<file path="config.mk">
export PLATFORM = sky130hd
export DESIGN_NAME = fetch_stage
export DESIGN_NICKNAME = d
export VERILOG_FILES = /design/src/rtl/fetch_stage.sv
export SDC_FILE = /design/constraint.sdc
export NUM_CORES = 1
export LEC_CHECK = 0
export CORE_UTILIZATION = 35
export CTS_CLUSTER_DIAMETER = 200
export CTS_CLUSTER_SIZE = 28
export DETAILED_ROUTE_END_ITERATION = 8
export PLACE_DENSITY = 0.68
export SLEW_MARGIN = 30
export SYNTH_ARGS = -nofsm -noshare
export SYNTH_HDL_FRONTEND = slang
export SYNTH_SLANG_ARGS = --single-unit
</file>
<file path="constraint.sdc">
create_clock -name clk -period 9.81 [get_ports clk]
set_input_delay 1.4715 -clock clk [delete_from_list [all_inputs] [get_ports clk]]
set_output_delay 1.4715 -clock clk [all_outputs]
set_load 0.01 [all_outputs]
</file>
<file path="src/rtl/fetch_stage.sv">
// Instruction fetch stage: PC register, instruction-memory handshake and the
// registered IF/ID payload. A small FSM (idle/fetch/hold) sequences requests,
// parks an acked word in a hold buffer while downstream is stalled, and
// defers a redirect that arrives mid-request until that request completes.
// Optional: define FETCH_STALL_CNT_EN to add the stall_cnt_out counter.
module fetch_stage #(
  parameter int unsigned      WIDTH    = 32,
  parameter logic [WIDTH-1:0] RESET_PC = '0
) (
  input  logic             clk,
  input  logic             reset,
  input  logic             stall_in,
  input  logic             redirect_in,
  input  logic [WIDTH-1:0] redirect_pc_in,
  output logic             imem_req_out,
  output logic [WIDTH-1:0] imem_addr_out,
  input  logic             imem_ack_in,
  input  logic [WIDTH-1:0] imem_data_in,
  output logic [WIDTH-1:0] pc_out,
  output logic [WIDTH-1:0] pc_plus4_out,
  output logic [WIDTH-1:0] instr_out,
  output logic             valid_out
`ifdef FETCH_STALL_CNT_EN
  ,
  output logic [15:0]      stall_cnt_out
`endif
);

  typedef enum logic [1:0] {StIdle, StFetch, StHold} state_e;

  state_e           state_q, state_d;
  logic [WIDTH-1:0] pc_q, pc_d;
  logic             pend_q, pend_d;
  logic [WIDTH-1:0] pend_pc_q, pend_pc_d;
  logic [WIDTH-1:0] hold_q, hold_d;
  logic [WIDTH-1:0] pay_pc_q, pay_pc_d;
  logic [WIDTH-1:0] pay_pc4_q, pay_pc4_d;
  logic [WIDTH-1:0] pay_instr_q, pay_instr_d;
  logic             valid_q, valid_d;
  logic [WIDTH-1:0] pc_plus4;

  // Wraps modulo 2^WIDTH by construction.
  assign pc_plus4 = pc_q + WIDTH'(4);

  // State and payload registers; reset clears everything immediately.
  always_ff @(posedge clk or posedge reset) begin
    if (reset) begin
      state_q     <= StIdle;
      pc_q        <= RESET_PC;
      pend_q      <= 1'b0;
      pend_pc_q   <= '0;
      hold_q      <= '0;
      pay_pc_q    <= '0;
      pay_pc4_q   <= '0;
      pay_instr_q <= '0;
      valid_q     <= 1'b0;
    end else begin
      state_q     <= state_d;
      pc_q        <= pc_d;
      pend_q      <= pend_d;
      pend_pc_q   <= pend_pc_d;
      hold_q      <= hold_d;
      pay_pc_q    <= pay_pc_d;
      pay_pc4_q   <= pay_pc4_d;
      pay_instr_q <= pay_instr_d;
      valid_q     <= valid_d;
    end
  end

  // Next-state, PC and payload selection; redirect always beats stall.
  always_comb begin
    state_d      = state_q;
    pc_d         = pc_q;
    pend_d       = pend_q;
    pend_pc_d    = pend_pc_q;
    hold_d       = hold_q;
    pay_pc_d     = pay_pc_q;
    pay_pc4_d    = pay_pc4_q;
    pay_instr_d  = pay_instr_q;
    valid_d      = valid_q;
    imem_req_out = 1'b0;

    unique case (state_q)
      StIdle: begin
        state_d = StFetch;
        if (redirect_in) begin
          pc_d    = redirect_pc_in;
          valid_d = 1'b0;
        end else if (!stall_in) begin
          valid_d = 1'b0;
        end
      end

      StFetch: begin
        imem_req_out = 1'b1;
        if (imem_ack_in) begin
          if (redirect_in || pend_q) begin
            // Word belongs to the old path: drop it, newest target wins.
            pc_d    = redirect_in ? redirect_pc_in : pend_pc_q;
            pend_d  = 1'b0;
            valid_d = 1'b0;
          end else if (stall_in) begin
            hold_d  = imem_data_in;
            state_d = StHold;
          end else begin
            pay_pc_d    = pc_q;
            pay_pc4_d   = pc_plus4;
            pay_instr_d = imem_data_in;
            valid_d     = 1'b1;
            pc_d        = pc_plus4;
          end
        end else begin
          // Address must stay put until ack, so park the target instead.
          if (redirect_in) begin
            pend_d    = 1'b1;
            pend_pc_d = redirect_pc_in;
            valid_d   = 1'b0;
          end else if (!stall_in) begin
            valid_d = 1'b0;
          end
        end
      end

      StHold: begin
        if (redirect_in) begin
          pc_d    = redirect_pc_in;
          valid_d = 1'b0;
          state_d = StFetch;
        end else if (!stall_in) begin
          pay_pc_d    = pc_q;
          pay_pc4_d   = pc_plus4;
          pay_instr_d = hold_q;
          valid_d     = 1'b1;
          pc_d        = pc_plus4;
          state_d     = StFetch;
        end
      end

      default: state_d = StIdle;
    endcase
  end

  assign imem_addr_out = pc_q;
  assign pc_out        = pay_pc_q;
  assign pc_plus4_out  = pay_pc4_q;
  assign instr_out     = pay_instr_q;
  assign valid_out     = valid_q;

`ifdef FETCH_STALL_CNT_EN
  logic [15:0] stall_cnt_q;

  // Saturating count of cycles lost to downstream stall or memory wait.
  always_ff @(posedge clk or posedge reset) begin
    if (reset) begin
      stall_cnt_q <= '0;
    end else if ((stall_in || (state_q == StFetch && !imem_ack_in)) &&
                 (stall_cnt_q != 16'hFFFF)) begin
      stall_cnt_q <= stall_cnt_q + 16'd1;
    end
  end

  assign stall_cnt_out = stall_cnt_q;
`endif

endmodule
</file>
* After elaboration in Yosys (flattened, before gate mapping)
Index checks and enable logic that the tools add are counted.
Storage, ports and cells: bits in registers 196, bits in latches 0, RAM bits 0, ROM bits 0, input bits 69, output and inout bits 130, word-level logic and storage cells 75, memories kept 0
Cells by class: $add $sub $neg 1, $mul 0, div/mod/pow operators 0, magnitude comparators 0, eq/ne operators 11, shift operators 0, muxes and demuxes 40, bitwise gates (word level) 2, reductions and logical operators 12
Operators with widths (number):
- $mux W32 | 19
- $pmux W32 S2 | 3
- $pmux W32 S3 | 1
- $add A32 B3 Y32 const B | 1
- $ne A2 B2 Y1 const B | 7
- $reduce_and A4 Y1 | 3
- $mux W1 | 10
- $mux W2 | 5
- $pmux W2 S3 | 1
- $reduce_and A3 Y1 | 2
- $reduce_and A6 Y1 | 1
- $reduce_bool A2 Y1 | 2
- $ne A3 B3 Y1 const B | 1
- $pmux W1 S3 | 1
- $reduce_bool A3 Y1 | 1
- $eq A2 B1 Y1 const B | 1
- $eq A2 B2 Y1 const B | 1
- $logic_not A2 Y1 | 1
- $ne A2 B1 Y1 const B | 1
- $not A1 Y1 | 2
- $reduce_and A2 Y1 | 1
- $logic_or A1 B1 Y1 | 1

* Longest topological paths before layout
Gate-level depths: netlist of run 1.
word-level depth 5, mapped depth 11, depth with buffers taken out 7

* Worst setup path before layout of run 1
Ideal clock, no wire load.
path kind input -> register, from input redirect_in, to register pay_pc4_q[4], in the netlist pc_plus4_out[4], arrival 2844 ps, data required time 9674 ps, setup slack 6830 ps, cell stages on the path 9, path buffers 4, cell sequence buf_2 > o21a_1 > nand2b_1 > buf_2 > a211o_1 > buf_2 > buf_2 > nand2_1 > o21ai_0
Between the ends: word-level cells in the longest chain between the ends 3
RTL lines:
- start: declaration | line 13 | input logic redirect_in,
- $logic_or A1 B1 Y1 | line 97 | if (redirect_in || pend_q) begin
- $ne A2 B2 Y1 (no line)
- $reduce_and A4 Y1 (no line) *
- end signal: assignment | line 64 | pay_pc4_q <= pay_pc4_d;
- end: declaration | line 37 | logic [WIDTH-1:0] pay_pc4_q, pay_pc4_d;
Mark *: on every way between the ends. The rest lies on a longest branch, timed or not. A chain may end at the register's enable or synchronous reset.

* Final worst setup path of run 1
from input redirect_in, to register pay_pc4_q[12], in the netlist pc_plus4_out[12]
The elaborated chain is that of the path after synthesis.

==> impl_summary.md, run 1 <==
Clock network
The number of buffers added to fix hold violations after cts is 0. The number of sinks handled by clock tree synthesis is 194. The count of H-tree levels built during CTS is 4. The later pin in the worst-skew pair is clocked with a latency of between 400 and 500 ps.

The cell chosen for the clock root is clkbuf_16. The clock passes through at most 2 buffers. The number of cells upsized or downsized after cts is 0. Clock-pin slew was measured on the worst setup and hold paths at approximately 80 ps. Buffers inserted during clock tree synthesis total 17. The post-CTS setup buffer count is 0. TritonCTS built the clock tree.

Worst setup path
In this design, the stage delay of the slowest critical-path cell is 640 ps. At the worst endpoint, the arrival time is ~4200 ps. Traced cell by cell, the critical path runs through clkdlybuf4s50_1, o21a_1, nand2b_1, buf_4, a211o_2, buf_4, o21ai_0. The critical path is of the primary input to register type. The largest driver fanout on the critical path is 82.

The cell type with the highest occurrence count on the critical path is buf_4. The launching element type of the critical path is a primary input. Measured in cells, the most critical reg-to-reg path has a length of 8. The master of the slowest instance on the critical path is clkdlybuf4s50_1. At the worst endpoint, the required time is just over 10,000 ps. The kind of capture point of the worst setup path is a register. The beginning of the worst register-to-register path is state_q[1]. The reg-to-reg setup timing slack is ~6500 ps. The endpoint identified for the worst register-to-register timing path is pc_plus4_out[12].

Die
The floorplan has 60 rows. The initial standard-cell utilization of the core is 35.5%. The die outline height is 167 µm. From left edge to right edge, the die measures around 170 µm.

The core region is around 0.027 mm². Pin placement for this block handled between 150 and 200 I/O pins. The floorplan step defined a die boundary enclosing around 0.028 mm².

Detailed routing
In the routed design, unresolved DRC markers number 0. Summed over all layers, the routed wires come to 25,900 µm. The starting DRC count in detailed routing is ~570. The iteration count of the initial detailed-routing pass is 6. After detailed routing, the number of vias per cell comes to about 5.3. The wire length per cell after detailed routing is 17.9 µm. The total via count in the routed design is 7,727. The count of antenna-violating nets left after detailed routing is 0.

Logic synthesis
The synthesized net count is 1,022. Of the post-synthesis cell area, the dominant cell type holds 50.9%. The largest total area in the synthesized netlist belongs to dfrtp_1.

The number of warnings printed during yosys synthesis is 0. After synthesis, the share of flip-flops with an asynchronous set or reset is 100%. By count the netlist is led by dfrtp_1 (194), nand2_1 (177), o21ai_0 (91).

The number of distinct standard cells referenced by the synthesized netlist is 68. Yosys mapped a number of flops with a built-in enable equal to 0. The number of cells produced by synthesis is ~950. In the post-synthesis netlist, the biggest area contributors are dfrtp_1 (51%), mux2_2 (7.7%), nand2_1 (7.0%), o21ai_0 (4.8%), mux2i_1 (4.0%).

Summing the sequential cell areas from Yosys gives approximately 51% of the chip area. Among all flip-flop cells after synthesis, the most frequent one is dfrtp_1. After synthesis the netlist holds a flip-flop and latch count of just under 200. The most frequent cell after synthesis is dfrtp_1.

The average instance in the mapped netlist occupies approximately 10 µm². The synthesized area is 0.00954 mm².

Timing
The hold violation count in the final report is 0. Measured against its own limit, the worst slew margin works out to between 30 and 40%. The total count of max-transition violations in the final report is 0. Setup violations remaining at the end of the flow were counted as 0. For this run, the top clock speed supported by timing is 257 MHz.

Once routing completed, OpenROAD measured the worst setup slack at just under 6000 ps. On the final layout, the worst clock skew is 14.3 ps. The post-route setup TNS is 0 ps. The pin slew with the least headroom to its limit is 967 ps. The smallest clock period supported by the final layout is computed as around 3900 ps. The final worst-path cycle share is ~40%. Setup repair after global routing left no endpoint under its margin.

Run
The number of maximum-capacitance constraint violations is 0.

GRT
The first-pass GRT wire length is about 42,000 µm. The via count of the first global-routing pass is 7,583. Entering global routing, the biggest net connects 124 pins.

The number of antenna violations at the first check in global routing is 5. The overall fraction of global-route tracks in use is between 10% and 20%. The total grt overflow is 0.

Placement
The routability-driven placement congestion ratio is roughly 0.8. In this run the tool buffered the top-level ports with 198 buffer cells. Detailed placement finished with a half-perimeter wire length of approximately 18,000 µm. At the placement stage, the worst setup path has a slack of ~5400 ps.

Min path
Counting instances, the worst hold path has a depth of 2. For hold timing, the worst endpoint is pc_out[7]. The min-delay analysis places its worst path in the category register to register.

The startpoint identified for the worst hold timing path is pc_out[7].

Cells and area
The core occupancy in the finished layout is a little under half. The relative area change from synthesis to final layout is 28.9%. In the final layout, the share of cells above drive strength 1 is 12.0%. The count of nets after finishing is around 1,200.

Outcome
The run finished with clean final reports.

Power and ir drop
The standby leakage power is around 5 nW. For this design the ratio of total power to cell area is between 300 and 400 mW/mm². IR analysis of the VDD net gives a maximum drop of 0.000170 V.
flip-flops by register name, summed over array words and instances (netlist names):
signal         cells
state_q            2
imem_addr_out     32
valid_out          1
instr_out         32
pend_pc_q         32
pc_plus4_out      32
pend_q             1
hold_q            32
pc_out            30
through the flow:
step,power (mW),instance area [µm²],hold WS (ps),std cells
after floorplan,2.49,9540,463,948
after global placement,3.22,11700,460,1416
after detailed placement,3.26,11700,465,1416
after CTS,3.97,12300,485,1448
after global routing,4.22,12300,506,1450
final,3.95,12300,478,1451
power breakdown:
group          total, mW  internal (mW)  switching (mW)
Clock              0.705          0.342           0.362
Sequential          1.53           1.17           0.356
Combinational       1.72          0.865           0.851
worst max-delay path by stage:
stage | startpoint | to | slack (ps) | depth (start not counted)
floorplan | reset | hold_q[0] | 3050 | 1
global placement | redirect_in | pc_plus4_out[7] | 5520 | 7
detailed placement | redirect_in | pc_plus4_out[12] | 5450 | 7
CTS | redirect_in | pc_plus4_out[12] | 5900 | 7
global route | redirect_in | pc_plus4_out[27] | 5720 | 7
finish | redirect_in | pc_plus4_out[12] | 5910 | 7
critical path: cells and delay by family:
kind | cells | cell delay, ps
AO/OA/AOI/OAI | 3 | 910
buffers and inverters | 3 | 1610
AND/OR/NAND/NOR | 1 | 150
logic make-up (layout without fill, tap and decap cells):
family,after synthesis,in the layout,share of synthesized area [%]
multiplexers,103,103,11.7
AND/OR/NAND/NOR,327,327,16.5
other,0,3,0
XOR/XNOR,31,31,2.85
flip-flops,194,194,50.9
AO/OA/AOI/OAI,196,196,13.0
adder cells (fa/ha/maj),5,5,0.656
buffers and inverters,92,251,4.43
final cells by class:
type / count / area, µm²
clock buffer: 17 / 425
antenna: 3 / 7.51
timing repair buffer: 209 / 2070
sequential: 194 / 4850
tap: 341 / 427
multi-input combinational: 662 / 4300
fill: 2552 / 14600
inverter: 10 / 50.0
clock inverter: 15 / 165
cells in the final DEF (no fill, tap or decap), types with 9 or more instances in the layout:
master	instances
a22oi_1	15
xor2_1	18
mux2_2	65
clkbuf_16	17
buf_4	10
xnor2_1	13
nor2_1	44
nand2_1	177
nor4_1	9
a21oi_1	16
dfrtp_1	194
nand4_1	20
mux2i_1	38
clkdlybuf4s50_1	198
a221oi_1	11
nand3_1	17
o21ai_0	91
nor3_1	12
layer usage:
layer	track usage (%)	wire length [µm]	vias to the layer above	share of wire (%)
met5	0	28	-	0.11
met4	6.36	297	4	1.1
met3	5.18	1800	29	6.9
met2	29.9	12200	250	47
met1	25.2	11600	3793	45
li1	-	-	3651	-
Note: power is estimated with default switching activity, not from simulation.
==> run 2: changes to the inputs <==
- PLACE_DENSITY: 0.68 -> 0.71
- clock period: 9.81 -> 3.5 ns (I/O delays scaled with it)
==> impl_summary.md, run 2 (synthesis gave the netlist of run 1 again) <==
Outcome
The run finished with clean final reports.

Detailed routing
The wire length per cell after detailed routing came to 18.2 µm (+1.7%). The detailed-route vias per instance came to 5.31 (-0.22%). The starting DRC count in detailed routing is 625 (+9.5%). The count of antenna-violating nets left after detailed routing is 0 (unchanged). The iteration count of the initial detailed-routing pass is 5 (-1). The total via count in the routed design is 7,763 (+0.47%). The DRC violations left is 0 (unchanged). The total length of routed wires is 26,600 µm (+2.4%).

Placement
The count of input and output buffers is 198 (unchanged). The placed cell count was 1,428 (+0.85%). The placement-stage worst setup slack is 544 ps (-4900 ps). The HPWL after detailed placement is 18,600 µm (+6.4%). The routability-driven placement congestion ratio is 0.836 (+3.1%). The placement-stage cell area is 0.0118 mm² (+1.3%).

Power and ir drop
The maximum ir drop on the vdd rail is 0.000422 V (+150%). The standby leakage power is 5.11 nW (+1.8%). The power consumption is 11.3 mW (+190%). The power density of the placed cells is 904 mW/mm² (+180%).

Die
The die boundary width is 167 µm (unchanged). The number of placement rows is 60 (unchanged). The count of pins on the block boundary is 199 (unchanged). The initial standard-cell utilization of the core came to 35.5% (unchanged). The full die area is 0.0279 mm² (unchanged). The area of the core region is 0.0269 mm² (unchanged).

The die outline height is 167 µm (unchanged).

Clock network
The number of clock buffers inserted by TritonCTS was 17 (unchanged). The insertion delay to the later sink of the worst-skew pair is 440 ps (about the same). The CTS tree is done. The count of H-tree levels built during CTS is 4 (unchanged). The post-CTS setup buffer count is 0 (unchanged).

Clock tree synthesis selected as its root buffer the cell clkbuf_16. The clock transition at the register clock pins on the worst setup and hold paths after CTS came to 80 ps (about the same). The number of buffers added to fix hold violations after cts is 0 (unchanged). The number of cells upsized or downsized after cts is 0 (unchanged). The buffer levels on the longest clock path is 2 (unchanged). The number of sinks handled by clock tree synthesis is 194 (unchanged).

Cells and area
The layout cell share with drive strength beyond 1 came to 12.9% (+0.85 points). The post-route cell area is 0.0125 mm² (+1.4%). The total area of multi-input combinational cells is 0.00431 mm² (+0.12%). The top cell types in the final layout, fill and taps aside, are clkdlybuf4s50_1 (198), dfrtp_1 (194), nand2_1 (177). The number of standard cells in the layout, taps in and fillers out is 1,461 (+0.69%).

The count of nets after finishing is 1,180 (+1.0%). The relative area change from synthesis to final layout is 30.7%. The area taken by flip-flops and latches was 0.00485 mm² (unchanged). The number of filler instances in the final layout was 2,529 (-0.90%). The core occupancy in the finished layout is 46.4% (+0.62 points). The leading cell type in the layout, fill and taps excluded is clkdlybuf4s50_1.

Timing
The final-layout worst hold slack is 467 ps (-11.4 ps). Setup repair after global routing left no endpoint under its margin. The pin slew with the least headroom to its limit is 955 ps (-11.5 ps). The final clock skew is 16.8 ps (+2.56 ps). The post-route setup TNS is 0 ps (unchanged). For this run, the top clock speed supported by timing is around 340 MHz. The final setup violation count is 0 (unchanged). The final worst slack was 586 ps (-5330 ps).

The normalized max-slew margin is 36.3% (+0.77 points). After layout, the worst path uses approximately 83% of the clock period. The hold violation count in the final report is 0 (unchanged). After layout, the minimum clock period comes to approximately 2900 ps. The total count of max-transition violations in the final report is 0 (unchanged).

GRT
The number of antenna violations at the first check in global routing is 2 (-3). The via count of the first global-routing pass is 7,733 (+2.0%). The total grt overflow is 0 (unchanged). The overall fraction of global-route tracks in use came to 19.5% (+0.49 points).

The pin count of the biggest net entering global routing is 66 (-47%). The first-pass GRT wire length is 42,900 µm (+2.7%).

Worst setup path
The worst stage delay on the critical path is 620 ps (-20 ps). The worst endpoint required time is 3810 ps (-6290 ps). The launching element type of the critical path is a register. Traced cell by cell, the critical path runs through inv_1, ha_1, nor2b_4, or3_1, buf_4, nor4_1, or3b_2.

The worst endpoint data arrival time came to 3220 ps (-960 ps). STA classifies the critical path endpoint as a register. The critical path in this run is classified as register to register. The largest driver fanout on the critical path came to 23 (-72%). For this design, the slowest cell found on the critical path is or3_1. The category of cells accounting for the largest share of critical-path delay is simple AND/OR/NAND/NOR gates. The critical path buffer and inverter count is 2 (-1).

Run
The number of maximum-capacitance constraint violations is 0 (unchanged).

Min path
The path category of the worst min-delay check is primary input to async pin.
[run 2: changes by cell type in the layout (fill, tap and decap cells not counted), sizes merged]
cell,change
inv,+1
clkbuf,+4
bufinv,+1
buf,+12
clkinv,-6
diode,-2
[run 2: power by group]
part	internal [mW]	switching [mW]
Sequential	3.29	0.976
Clock	1.09	0.942
Combinational	2.50	2.47
Total	6.88	4.38
[run 2: per-layer routing]
layer	vias up	GRT usage (%)	share of wire, %
met5	-	0	0.064
met4	2	6.24	2.0
met3	37	5.74	7.9
met2	305	30.7	47
met1	3749	25.6	43
li1	3670	-	-
[run 2: worst paths after layout]
check,slack (ps),startpoint,cells after the start,endpoint
setup / recovery,590,state_q[1],7,imem_addr_out[17]
hold / removal,470,reset,2,pc_out[3]
setup reg to reg,590,state_q[1],7,imem_addr_out[17]
hold reg to reg,480,pc_out[25],2,pc_out[25]
max in group asynchronous,2360,reset,3,imem_addr_out[21]
min in group clk,480,pc_out[25],2,pc_out[25]
[run 2: area by class of cell]
type / count / share of cell area, %
Sequential cell: 194 / 38.9
Multi-Input combinational cell: 662 / 34.6
Timing Repair Buffer: 221 / 17.8
Clock buffer: 21 / 3.85
Tap cell: 341 / 3.42
Clock inverter: 11 / 1.09
Inverter: 10 / 0.331
Antenna cell: 1 / 0.0201
